===== src/rtl/flp_pkg.sv =====
// Shared floating-point datapath types and helpers: operand width, sign-magnitude
// payload, round-robin pointer rotation and a constant clog2.
package flp_pkg;

  localparam int unsigned FLP_IADD_W = 32;

  typedef struct packed {
    logic                  sn;
    logic [FLP_IADD_W-1:0] sg;
  } flp_sm_t;

  function automatic int unsigned clog2(input int unsigned n);
    int unsigned r;
    int unsigned v;
    r = 0;
    v = 1;
    while (v < n) begin
      v = v << 1;
      r = r + 1;
    end
    return r;
  endfunction

  // Next candidate index after cur, wrapping at n.
  function automatic int unsigned rr_next(input int unsigned cur, input int unsigned n);
    return (cur + 32'd1 >= n) ? 32'd0 : cur + 32'd1;
  endfunction

endpackage


===== src/rtl/flp_iadd.sv =====
// Combinational sign-magnitude integer adder; sum is formed in WIDTH+2-bit two's
// complement and returned as sign, WIDTH+1-bit magnitude and a zero flag.
module flp_iadd
  import flp_pkg::*;
#(
  parameter int unsigned WIDTH = FLP_IADD_W
) (
  input  logic             i_sn1,
  input  logic [WIDTH-1:0] i_sg1,
  input  logic             i_sn2,
  input  logic [WIDTH-1:0] i_sg2,
  output logic             o_sn_c,
  output logic [WIDTH:0]   o_sg_c,
  output logic             o_zero_c
);

  localparam int unsigned SW = WIDTH + 2;
  localparam int unsigned MW = WIDTH + 1;

  logic [SW-1:0] a_c;
  logic [SW-1:0] b_c;
  logic [SW-1:0] s_c;

  always_comb begin
    a_c = {2'b00, i_sg1};
    b_c = {2'b00, i_sg2};
    if (i_sn1) a_c = ~a_c + SW'(1);
    if (i_sn2) b_c = ~b_c + SW'(1);
    s_c = a_c + b_c;
    // Two negative zeros keep the negative sign.
    o_sn_c   = s_c[SW-1] | (i_sn1 & i_sn2);
    o_sg_c   = MW'(s_c[SW-1] ? (~s_c + SW'(1)) : s_c);
    o_zero_c = (s_c == '0);
  end

endmodule


===== src/rtl/flp_iadd_arb.sv =====
// Round-robin arbiter sharing one flp_iadd between NREQ requesters, with an operand
// stage and a registered result stage under full valid/ready backpressure.
module flp_iadd_arb
  import flp_pkg::*;
#(
  parameter int unsigned WIDTH = FLP_IADD_W,
  parameter int unsigned NREQ  = 4,
  parameter int unsigned IDW   = clog2(NREQ)
) (
  input  logic                    clk,
  input  logic                    rst,
  input  logic [NREQ-1:0]         i_valid,
  output logic [NREQ-1:0]         o_ready,
  input  logic [NREQ-1:0]         i_sn1,
  input  logic [NREQ*WIDTH-1:0]   i_sg1,
  input  logic [NREQ-1:0]         i_sn2,
  input  logic [NREQ*WIDTH-1:0]   i_sg2,
  output logic                    o_valid,
  input  logic                    i_ready,
  output logic [IDW-1:0]          o_id,
  output logic                    o_sn,
  output logic [WIDTH:0]          o_sg,
  output logic                    o_zero
);

  logic             s1_valid_q, s1_valid_d;
  logic [IDW-1:0]   s1_id_q,    s1_id_d;
  logic             s1_sn1_q,   s1_sn1_d;
  logic [WIDTH-1:0] s1_sg1_q,   s1_sg1_d;
  logic             s1_sn2_q,   s1_sn2_d;
  logic [WIDTH-1:0] s1_sg2_q,   s1_sg2_d;
  logic [IDW-1:0]   ptr_q,      ptr_d;
  logic             o_valid_q,  o_valid_d;
  logic [IDW-1:0]   o_id_q,     o_id_d;
  logic             o_sn_q,     o_sn_d;
  logic [WIDTH:0]   o_sg_q,     o_sg_d;
  logic             o_zero_q,   o_zero_d;

  logic             adv1_c, adv2_c, found_c, xfer_c;
  logic [IDW-1:0]   gnt_idx_c;
  logic [NREQ-1:0]  gnt_c;
  int unsigned      cand_c;
  logic             sum_sn_c, sum_zero_c;
  logic [WIDTH:0]   sum_sg_c;

  flp_iadd #(.WIDTH(WIDTH)) u_iadd (
    .i_sn1   (s1_sn1_q),
    .i_sg1   (s1_sg1_q),
    .i_sn2   (s1_sn2_q),
    .i_sg2   (s1_sg2_q),
    .o_sn_c  (sum_sn_c),
    .o_sg_c  (sum_sg_c),
    .o_zero_c(sum_zero_c)
  );

  // Stall chain and round-robin search starting just after the last grant.
  always_comb begin
    adv2_c    = ~o_valid_q | i_ready;
    adv1_c    = ~s1_valid_q | adv2_c;
    found_c   = 1'b0;
    gnt_idx_c = '0;
    gnt_c     = '0;
    cand_c    = 32'(ptr_q);
    for (int i = 0; i < int'(NREQ); i++) begin
      cand_c = rr_next(cand_c, NREQ);
      if (!found_c && i_valid[cand_c]) begin
        found_c   = 1'b1;
        gnt_idx_c = IDW'(cand_c);
      end
    end
    xfer_c = adv1_c & found_c;
    if (xfer_c) gnt_c[gnt_idx_c] = 1'b1;
  end

  assign o_ready = gnt_c;

  always_comb begin
    s1_valid_d = s1_valid_q;
    s1_id_d    = s1_id_q;
    s1_sn1_d   = s1_sn1_q;
    s1_sg1_d   = s1_sg1_q;
    s1_sn2_d   = s1_sn2_q;
    s1_sg2_d   = s1_sg2_q;
    ptr_d      = ptr_q;
    o_valid_d  = o_valid_q;
    o_id_d     = o_id_q;
    o_sn_d     = o_sn_q;
    o_sg_d     = o_sg_q;
    o_zero_d   = o_zero_q;
    if (adv1_c) begin
      s1_valid_d = xfer_c;
      if (xfer_c) begin
        ptr_d    = gnt_idx_c;
        s1_id_d  = gnt_idx_c;
        s1_sn1_d = i_sn1[gnt_idx_c];
        s1_sg1_d = i_sg1[32'(gnt_idx_c)*WIDTH +: WIDTH];
        s1_sn2_d = i_sn2[gnt_idx_c];
        s1_sg2_d = i_sg2[32'(gnt_idx_c)*WIDTH +: WIDTH];
      end
    end
    // Result registers only load real results so a drained output keeps its last value.
    if (adv2_c) begin
      o_valid_d = s1_valid_q;
      if (s1_valid_q) begin
        o_id_d   = s1_id_q;
        o_sn_d   = sum_sn_c;
        o_sg_d   = sum_sg_c;
        o_zero_d = sum_zero_c;
      end
    end
  end

  always_ff @(posedge clk) begin
    if (rst) begin
      s1_valid_q <= 1'b0;
      s1_id_q    <= '0;
      s1_sn1_q   <= 1'b0;
      s1_sg1_q   <= '0;
      s1_sn2_q   <= 1'b0;
      s1_sg2_q   <= '0;
      ptr_q      <= IDW'(NREQ - 1);
      o_valid_q  <= 1'b0;
      o_id_q     <= '0;
      o_sn_q     <= 1'b0;
      o_sg_q     <= '0;
      o_zero_q   <= 1'b0;
    end else begin
      s1_valid_q <= s1_valid_d;
      s1_id_q    <= s1_id_d;
      s1_sn1_q   <= s1_sn1_d;
      s1_sg1_q   <= s1_sg1_d;
      s1_sn2_q   <= s1_sn2_d;
      s1_sg2_q   <= s1_sg2_d;
      ptr_q      <= ptr_d;
      o_valid_q  <= o_valid_d;
      o_id_q     <= o_id_d;
      o_sn_q     <= o_sn_d;
      o_sg_q     <= o_sg_d;
      o_zero_q   <= o_zero_d;
    end
  end

  assign o_valid = o_valid_q;
  assign o_id    = o_id_q;
  assign o_sn    = o_sn_q;
  assign o_sg    = o_sg_q;
  assign o_zero  = o_zero_q;

endmodule


===== config.mk =====
export PLATFORM = sky130hd
export DESIGN_NAME = flp_iadd_arb
export DESIGN_NICKNAME = d
export VERILOG_FILES = /design/src/rtl/flp_pkg.sv /design/src/rtl/flp_iadd.sv /design/src/rtl/flp_iadd_arb.sv
export SDC_FILE = /design/constraint.sdc
export NUM_CORES = 1
export LEC_CHECK = 0
export CAP_MARGIN = 15
export CORE_AREA = 8 8 194 196
export DETAILED_ROUTE_END_ITERATION = 10
export DIE_AREA = 0 0 202 204
export SLEW_MARGIN = 5
export SYNTH_ARGS = -nofsm -noshare
export SYNTH_HDL_FRONTEND = slang
export SYNTH_SLANG_ARGS = --single-unit

===== constraint.sdc =====
create_clock -name clk -period 4.9 [get_ports clk]
set_input_delay 0.49 -clock clk [delete_from_list [all_inputs] [get_ports clk]]
set_output_delay 0.49 -clock clk [all_outputs]
set_load 0.005 [all_outputs]

==> results_dict.tcl, run 1 <==
set metrics [dict create \
    grt_util_met3_pct 3.49 \
    cts_tree "done" \
    gp_congestion 0.908 \
    wirelength_mm 39.5 \
    port_buffers 312 \
    syn_nets 1862 \
    grt_usage_pct 18.3 \
    post-route-drc-count 0 \
    synth_area_sq_mm 0.0102 \
    nets 2267 \
    placed_area_sq_mm 0.0150 \
    async_flop_share_pct 0 \
    grt_pass1_wl_mm 62.8 \
    yosysWarnings 0 \
    multi_input_area_sq_mm 0.00824 \
    critPathMaxStageDelay_ns 0.54 \
    violations "setup timing" \
    fp.dieW_microns 202 \
    critPathBufInv 1 \
    final_cell_count_no_fill 2420 \
    cts_sinks 109 \
    busiest_layer "met2" \
    cts_hold_buf 0 \
    via_count 12300 \
    drv_slew 0 \
    crit_path_end_kind "register" \
    firstDrtPassIters 5 \
    ioPinCount 313 \
    cts_buffers 9 \
    h-tree-depth 3 \
    die_area_sq_mm 0.0412 \
    ys_seq_elements 109 \
    setup_viol_count_final 32 \
    regArea_sq_mm 0.00219 \
    cts_buffer_depth 2 \
    fillers 3519 \
    crit_type "reg2reg" \
    cp.required_ns 5.18 \
    dpl.cell_count 2381 \
    netlist_top_cells_area "dfxtp_1 (21%), nand2_1 (10%), nor2_1 (10%)" \
    fp.dieH_microns 204 \
    path_delay_family "simple AND/OR/NAND/NOR gates" \
    row_count 69 \
    synth.distinct_cells 70 \
    synth_common_cells "nand2_1 (277), nor2_1 (273), a21oi_1 (114)" \
    gr-usage-met2_pct 31.0 \
    grt_pass1_vias 12000 \
    grt-ovfl-total 0 \
    synth_cells 1549 \
    yosysSeqAreaShare_pct 21.4 \
    cap_violations 0 \
    synth_top_area_share_pct 21.4 \
    initial_core_util_pct 29.3 \
    drive_above_1_share_pct 17.5 \
    period_minus_slack_ns 5.11 \
    yosys_most_used_dff "dfxtp_1" \
    period_share_pct 104 \
    drt_iter0_markers 624 \
    clock_tree.root_cell "clkbuf_16" \
    fin_ws_ns -0.213 \
    dp_hpwl_mm 31.8 \
    syn_to_final_growth_pct 57.0 \
    core_area_sq_mm 0.0348 \
    drtAntennaViolNets 0 \
    hold_ws_ns 0.452 \
    vias_per_cell 5.08 \
    met1_usage_pct 23.6 \
    hp-class "reg2reg" \
    synth_most_common_cell "nand2_1" \
    clk_pin_slew_ns 0.08 \
    worstPathCellList "or4_4 > or4_4 > or2_4 > o41ai_4 > xnor2_1 > ha_2 > nand4_1 > o31ai_4 > nor3_4 > xor2_1 > or4b_4 > or3_4 > buf_12 > o41ai_4 > xnor2_1 > a211oi_1" \
    wl_per_cell_microns 16.3 \
    antenna_found_initial 0 \
    synth_top_area_cell "dfxtp_1" \
    critPathMaxFanout 7 \
    status "finished with violations" \
    slew_headroom_pct 41.6 \
    grt_max_degree 126 \
    rsz0062_at_grt "yes" \
    clk_latency_ns 0.36 \
    fmax_ghz 0.196 \
    slowest_stage "or4_4" \
    finClkSkew_ns 0.0145 \
    design_area_sq_mm 0.0160 \
    cp_data_arrival_time_ns 5.39 \
    avgSynthCellArea_sq_um 6.58 \
    final_core_util_pct 46.0 \
    startpoint_type "register" \
    synth_edf_count 0 \
    hold_violations 0 \
    worst_pin_slew_ns 0.876 \
    n_antenna_cell 0 \
]
## worst min-delay path, cell delays in order, from the launching register on
cell and delay (ns):
dfxtp_1 0.31, nand2_1 0.05, a21oi_1 0.05
## per-stage QoR
stage          worst slack (ns)   TNS [ns]
6_report                 -0.213      -3.13
5_1_grt                  -0.368      -9.90
4_1_cts                  -0.108     -0.707
3_5_place_dp             -0.302      -4.48
3_3_place_gp             -0.218      -3.05
2_1_floorplan         -0.000222  -0.000222
## flip-flops by register name (all words and copies together) (netlist names)
register	cells
o_sg	33
s1_sg1_q	32
s1_sg2_q	32
o_id	2
ptr_q	2
s1_id_q	2
o_sn	1
o_valid	1
o_zero	1
s1_sn1_q	1
s1_sn2_q	1
s1_valid_q	1
## layer usage
| metal | vias to the layer above | wire (microns) |
|---|---|---|
| met5 | - | 0 |
| met4 | 0 | 899 |
| met3 | 52 | 2240 |
| met2 | 353 | 18600 |
| met1 | 5629 | 17800 |
| li1 | 6257 | - |
## worst paths after layout
| path | start | endpoint | slack [ns] | depth (start not counted) |
|---|---|---|---|---|
| max reg2reg | s1_sg2_q[2] | o_sg[32] | -0.21 | 16 |
| min reg2reg | s1_id_q[1] | o_id[1] | 0.45 | 2 |
| min | s1_id_q[1] | o_id[1] | 0.45 | 2 |
| max | s1_sg2_q[2] | o_sg[32] | -0.21 | 16 |
## layout make-up
type	count	share of cell area, %
repair buffers	502	29.0
multi-input cells	1317	51.4
inverters	15	0.352
clock inverters	7	0.547
well taps	461	3.60
flip-flops and latches	109	13.7
clock buffers	9	1.41
## placed cells by master (no fill, tap or decap), types with 6 or more instances in the layout
cell,netlist,final
o21ai_2,0,8
nor3_2,0,8
clkbuf_16,0,10
clkdlybuf4s50_1,0,311
dfxtp_2,0,6
nand4_1,13,13
o41ai_4,1,8
xnor2_1,82,78
inv_1,15,15
a21oi_2,1,13
ha_1,39,35
a31oi_1,8,8
nor3_1,36,23
or4_4,4,6
o211ai_1,74,74
nand2b_1,8,8
nand3_1,80,78
nand2_1,277,272
o21ai_1,0,16
buf_4,1,180
or3_4,0,7
a21oi_1,114,99
or3_1,19,13
nand3b_1,6,6
o21ai_0,59,35
dfxtp_1,109,103
a21o_1,10,10
o31ai_1,26,18
and3_1,10,9
nor2_1,273,268
xor2_1,28,28
o21bai_1,8,8
or4_1,7,6
mux2i_1,9,9
o31ai_2,0,6
a211oi_1,30,27
## cells by family after synthesis
family | synth area share (%)
AO/OA/AOI/OAI | 23.9
XOR/XNOR | 9.45
adder cells (fa/ha/maj) | 5.37
buffers and inverters | 4.82
flip-flops | 21.4
multiplexers | 1.44
AND/OR/NAND/NOR | 33.6
## timing repair
item,CTS,global route
gates resized for setup,75,50
hold endpoints to repair,0,0
pin swaps,30,26
cloned,0,1
setup endpoints to repair,33,35
buffers inserted,12,10
Power of run 1 is not shown: default switching activity piles up to over one toggle a cycle in this logic, so the estimate is an artifact.
==> inputs of run 2 (changes only) <==
--- a/config.mk
+++ b/config.mk
@@ -5,10 +5,11 @@
 export SDC_FILE = /design/constraint.sdc
 export NUM_CORES = 1
 export LEC_CHECK = 0
+export ABC_AREA = 1
 export CAP_MARGIN = 15
-export CORE_AREA = 8 8 194 196
+export CORE_AREA = 8 8 213 215
 export DETAILED_ROUTE_END_ITERATION = 10
-export DIE_AREA = 0 0 202 204
+export DIE_AREA = 0 0 221 223
 export SLEW_MARGIN = 5
 export SYNTH_ARGS = -nofsm -noshare
 export SYNTH_HDL_FRONTEND = slang
==> run 2 against run 1 <==
The run now ends clean. First-iteration DRC count rose by 62%. Worst setup slack improved by 0.53 ns. Clock-buffer cell count is the same. Flip-flop and latch count stayed put. Cell count rose by 31%. Global-route usage grew 1.9 points. Fmax up 12%. Die area increased by 20%. Worst hold slack lost 0.026 ns. Clock skew is 0.0041 ns higher. Non-clock buffer count shrank 164. Critical endpoint is now o_ready[2]. Largest cell class unchanged.
==> results_dict.tcl, run 2 <==
set metrics [dict create \
    nets 2937 \
    clk_latency_ns 0.37 \
    cp_data_arrival_time_ns 4.10 \
    async_flop_share_pct 0 \
    h-tree-depth 3 \
    netlist_top_cells_area "nand2_1 (24%), dfxtp_1 (18%), inv_1 (14%)" \
    avgSynthCellArea_sq_um 5.26 \
    finClkSkew_ns 0.0186 \
    cts_tree "done" \
    via_count 14600 \
    crit_path_end_kind "output port" \
    dpl.cell_count 3155 \
    slew_headroom_pct 23.2 \
    period_minus_slack_ns 4.59 \
    clock_tree.root_cell "clkbuf_16" \
    core_area_sq_mm 0.0423 \
    cap_violations 0 \
    post-route-drc-count 0 \
    synth_top_area_cell "nand2_1" \
    worst_pin_slew_ns 1.15 \
    die_area_sq_mm 0.0493 \
    gp_congestion 0.939 \
    drv_slew 0 \
    synth_top_area_share_pct 23.9 \
    dp_hpwl_mm 42.2 \
    syn_to_final_growth_pct 32.3 \
    yosys_most_used_dff "dfxtp_1" \
    ys_seq_elements 109 \
    hp-class "in2reg" \
    period_share_pct 93.6 \
    final_cell_mix "nand2_1 (789), inv_1 (450), clkdlybuf4s50_1 (311)" \
    drive_above_1_share_pct 3.58 \
    synth_edf_count 0 \
    firstDrtPassIters 5 \
    vias_per_cell 4.60 \
    largest_reg_flops 33 \
    wirelength_mm 51.0 \
    initial_core_util_pct 29.3 \
    clk_pin_slew_ns 0.09 \
    syn_nets 2674 \
    synth_common_cells "nand2_1 (791), inv_1 (450), nor2_1 (303)" \
    port_buffers 312 \
    setup_viol_count_final 0 \
    cp.required_ns 4.41 \
    hold_violations 0 \
    fp.dieW_microns 221 \
    fmax_ghz 0.218 \
    fin_ws_ns 0.315 \
    drt_iter0_markers 1009 \
    hold_ws_ns 0.427 \
    wl_per_cell_microns 16.1 \
    synth_cells 2361 \
    cts_buffer_depth 2 \
    rsz0062_at_grt "yes" \
    grt_usage_pct 20.2 \
    antenna_found_initial 1 \
    critPathMaxFanout 42 \
    synth_most_common_cell "nand2_1" \
    drtAntennaViolNets 0 \
    status "finished clean" \
    grt_pass1_vias 14500 \
    grt-ovfl-total 0 \
    grt_max_degree 107 \
    yosysSeqAreaShare_pct 17.6 \
    final_cell_count_no_fill 3176 \
    synth.distinct_cells 44 \
    fp.dieH_microns 223 \
    row_count 76 \
    yosysWarnings 0 \
    layout_commonest_cell "nand2_1" \
    ioPinCount 313 \
    cts_sinks 109 \
    startpoint_type "register" \
    crit_type "reg2out" \
    cts_buffers 9 \
    grt_pass1_wl_mm 80.7 \
    pre_cts_ws_ns 0.207 \
    synth_area_sq_mm 0.0124 \
]
## run 2: cell count changes in the layout (fill, tap and decap cells not counted), sizes merged, moves of 18 or more
cell    before  now
a211oi      31    0
a21oi      115   77
buf        190   27
inv         20  460
nand2      277  794
nand3       80  201
nand3b       6   47
nor2       273  310
nor3        36   18
o211ai      74    6
o31ai       26    3
or3         21    1
xnor2       82   15
xor2        28   68
## run 2: worst paths after layout
| path | to | slack [ns] | cells past startpoint | startpoint |
|---|---|---|---|---|
| max reg2reg | o_sg[32] | 0.47 | 27 | s1_sg2_q[0] |
| min reg2reg | s1_id_q[1] | 0.47 | 2 | s1_id_q[1] |
| max | o_ready[2] | 0.31 | 14 | ptr_q[0] |
| min | o_zero | 0.43 | 2 | rst |
## run 2: timing repair
item                                    in CTS  in global routing
cloned                                       1                  1
setup buffers                                0                  2
hold buffers                                 0                  0
endpoints found under the setup margin       4                 38
pin swaps                                    1                  1
gates resized for setup                      0                 14
## run 2: final cells by class
class	count	area [sq um]
diodes	1	2.50
clock buffers	9	225
clock inverters	7	87.6
fillers	4687	25900
inverters	457	1720
multi-input cells	1709	8210
flip-flops and latches	109	2180
well taps	546	683
repair buffers	338	3320
## run 2: per-layer routing
layer / vias to the layer above / part of all wire (%) / routed length (microns) / global-route usage [%]
met3: 41 / 4.7 / 2400 / 3.55
met1: 6518 / 47 / 23900 / 25.8
met4: 0 / 1.7 / 884 / 4.48
met2: 382 / 47 / 23800 / 35.1
met5: - / 0 / 0 / 0
li1: 7661 / - / - / -
## run 2: metrics by stage
| step | TNS [ns] | area, sq um | util [%] |
|---|---|---|---|
| 6_report | 0 | 16400 | 38.8 |
| 4_1_cts | 0 | 16300 | 38.6 |
| 3_3_place_gp | 0 | 16000 | 37.9 |
| 3_5_place_dp | 0 | 16000 | 37.9 |
| 5_1_grt | -0.0168 | 16400 | 38.8 |
| 2_1_floorplan | 0 | 12400 | - |
## run 2: worst max-delay path: stages, from the launching register on
cell             delay, ns
dfxtp_1               0.38
ha_1                  0.25
nor2_4                0.22
fa_1                  0.46
nor2_1                0.23
nor2_1                0.10
a22oi_2               0.18
nand2_1               0.16
nor2_1                0.25
nand2_1               0.08
nand3_1               0.27
nor2_4                0.11
buf_4                 0.29
nor2_1                0.15
clkdlybuf4s50_1       0.56
## run 2: cells by family after synthesis
| group | count (synthesis) | share of synthesized area (%) |
|---|---|---|
| adder cells (fa/ha/maj) | 42 | 4.41 |
| XOR/XNOR | 83 | 5.86 |
| buffers and inverters | 545 | 17.1 |
| flip-flops | 109 | 17.6 |
| AO/OA/AOI/OAI | 167 | 7.38 |
| AND/OR/NAND/NOR | 1415 | 47.7 |
Power of run 2 is left out for the same reason.
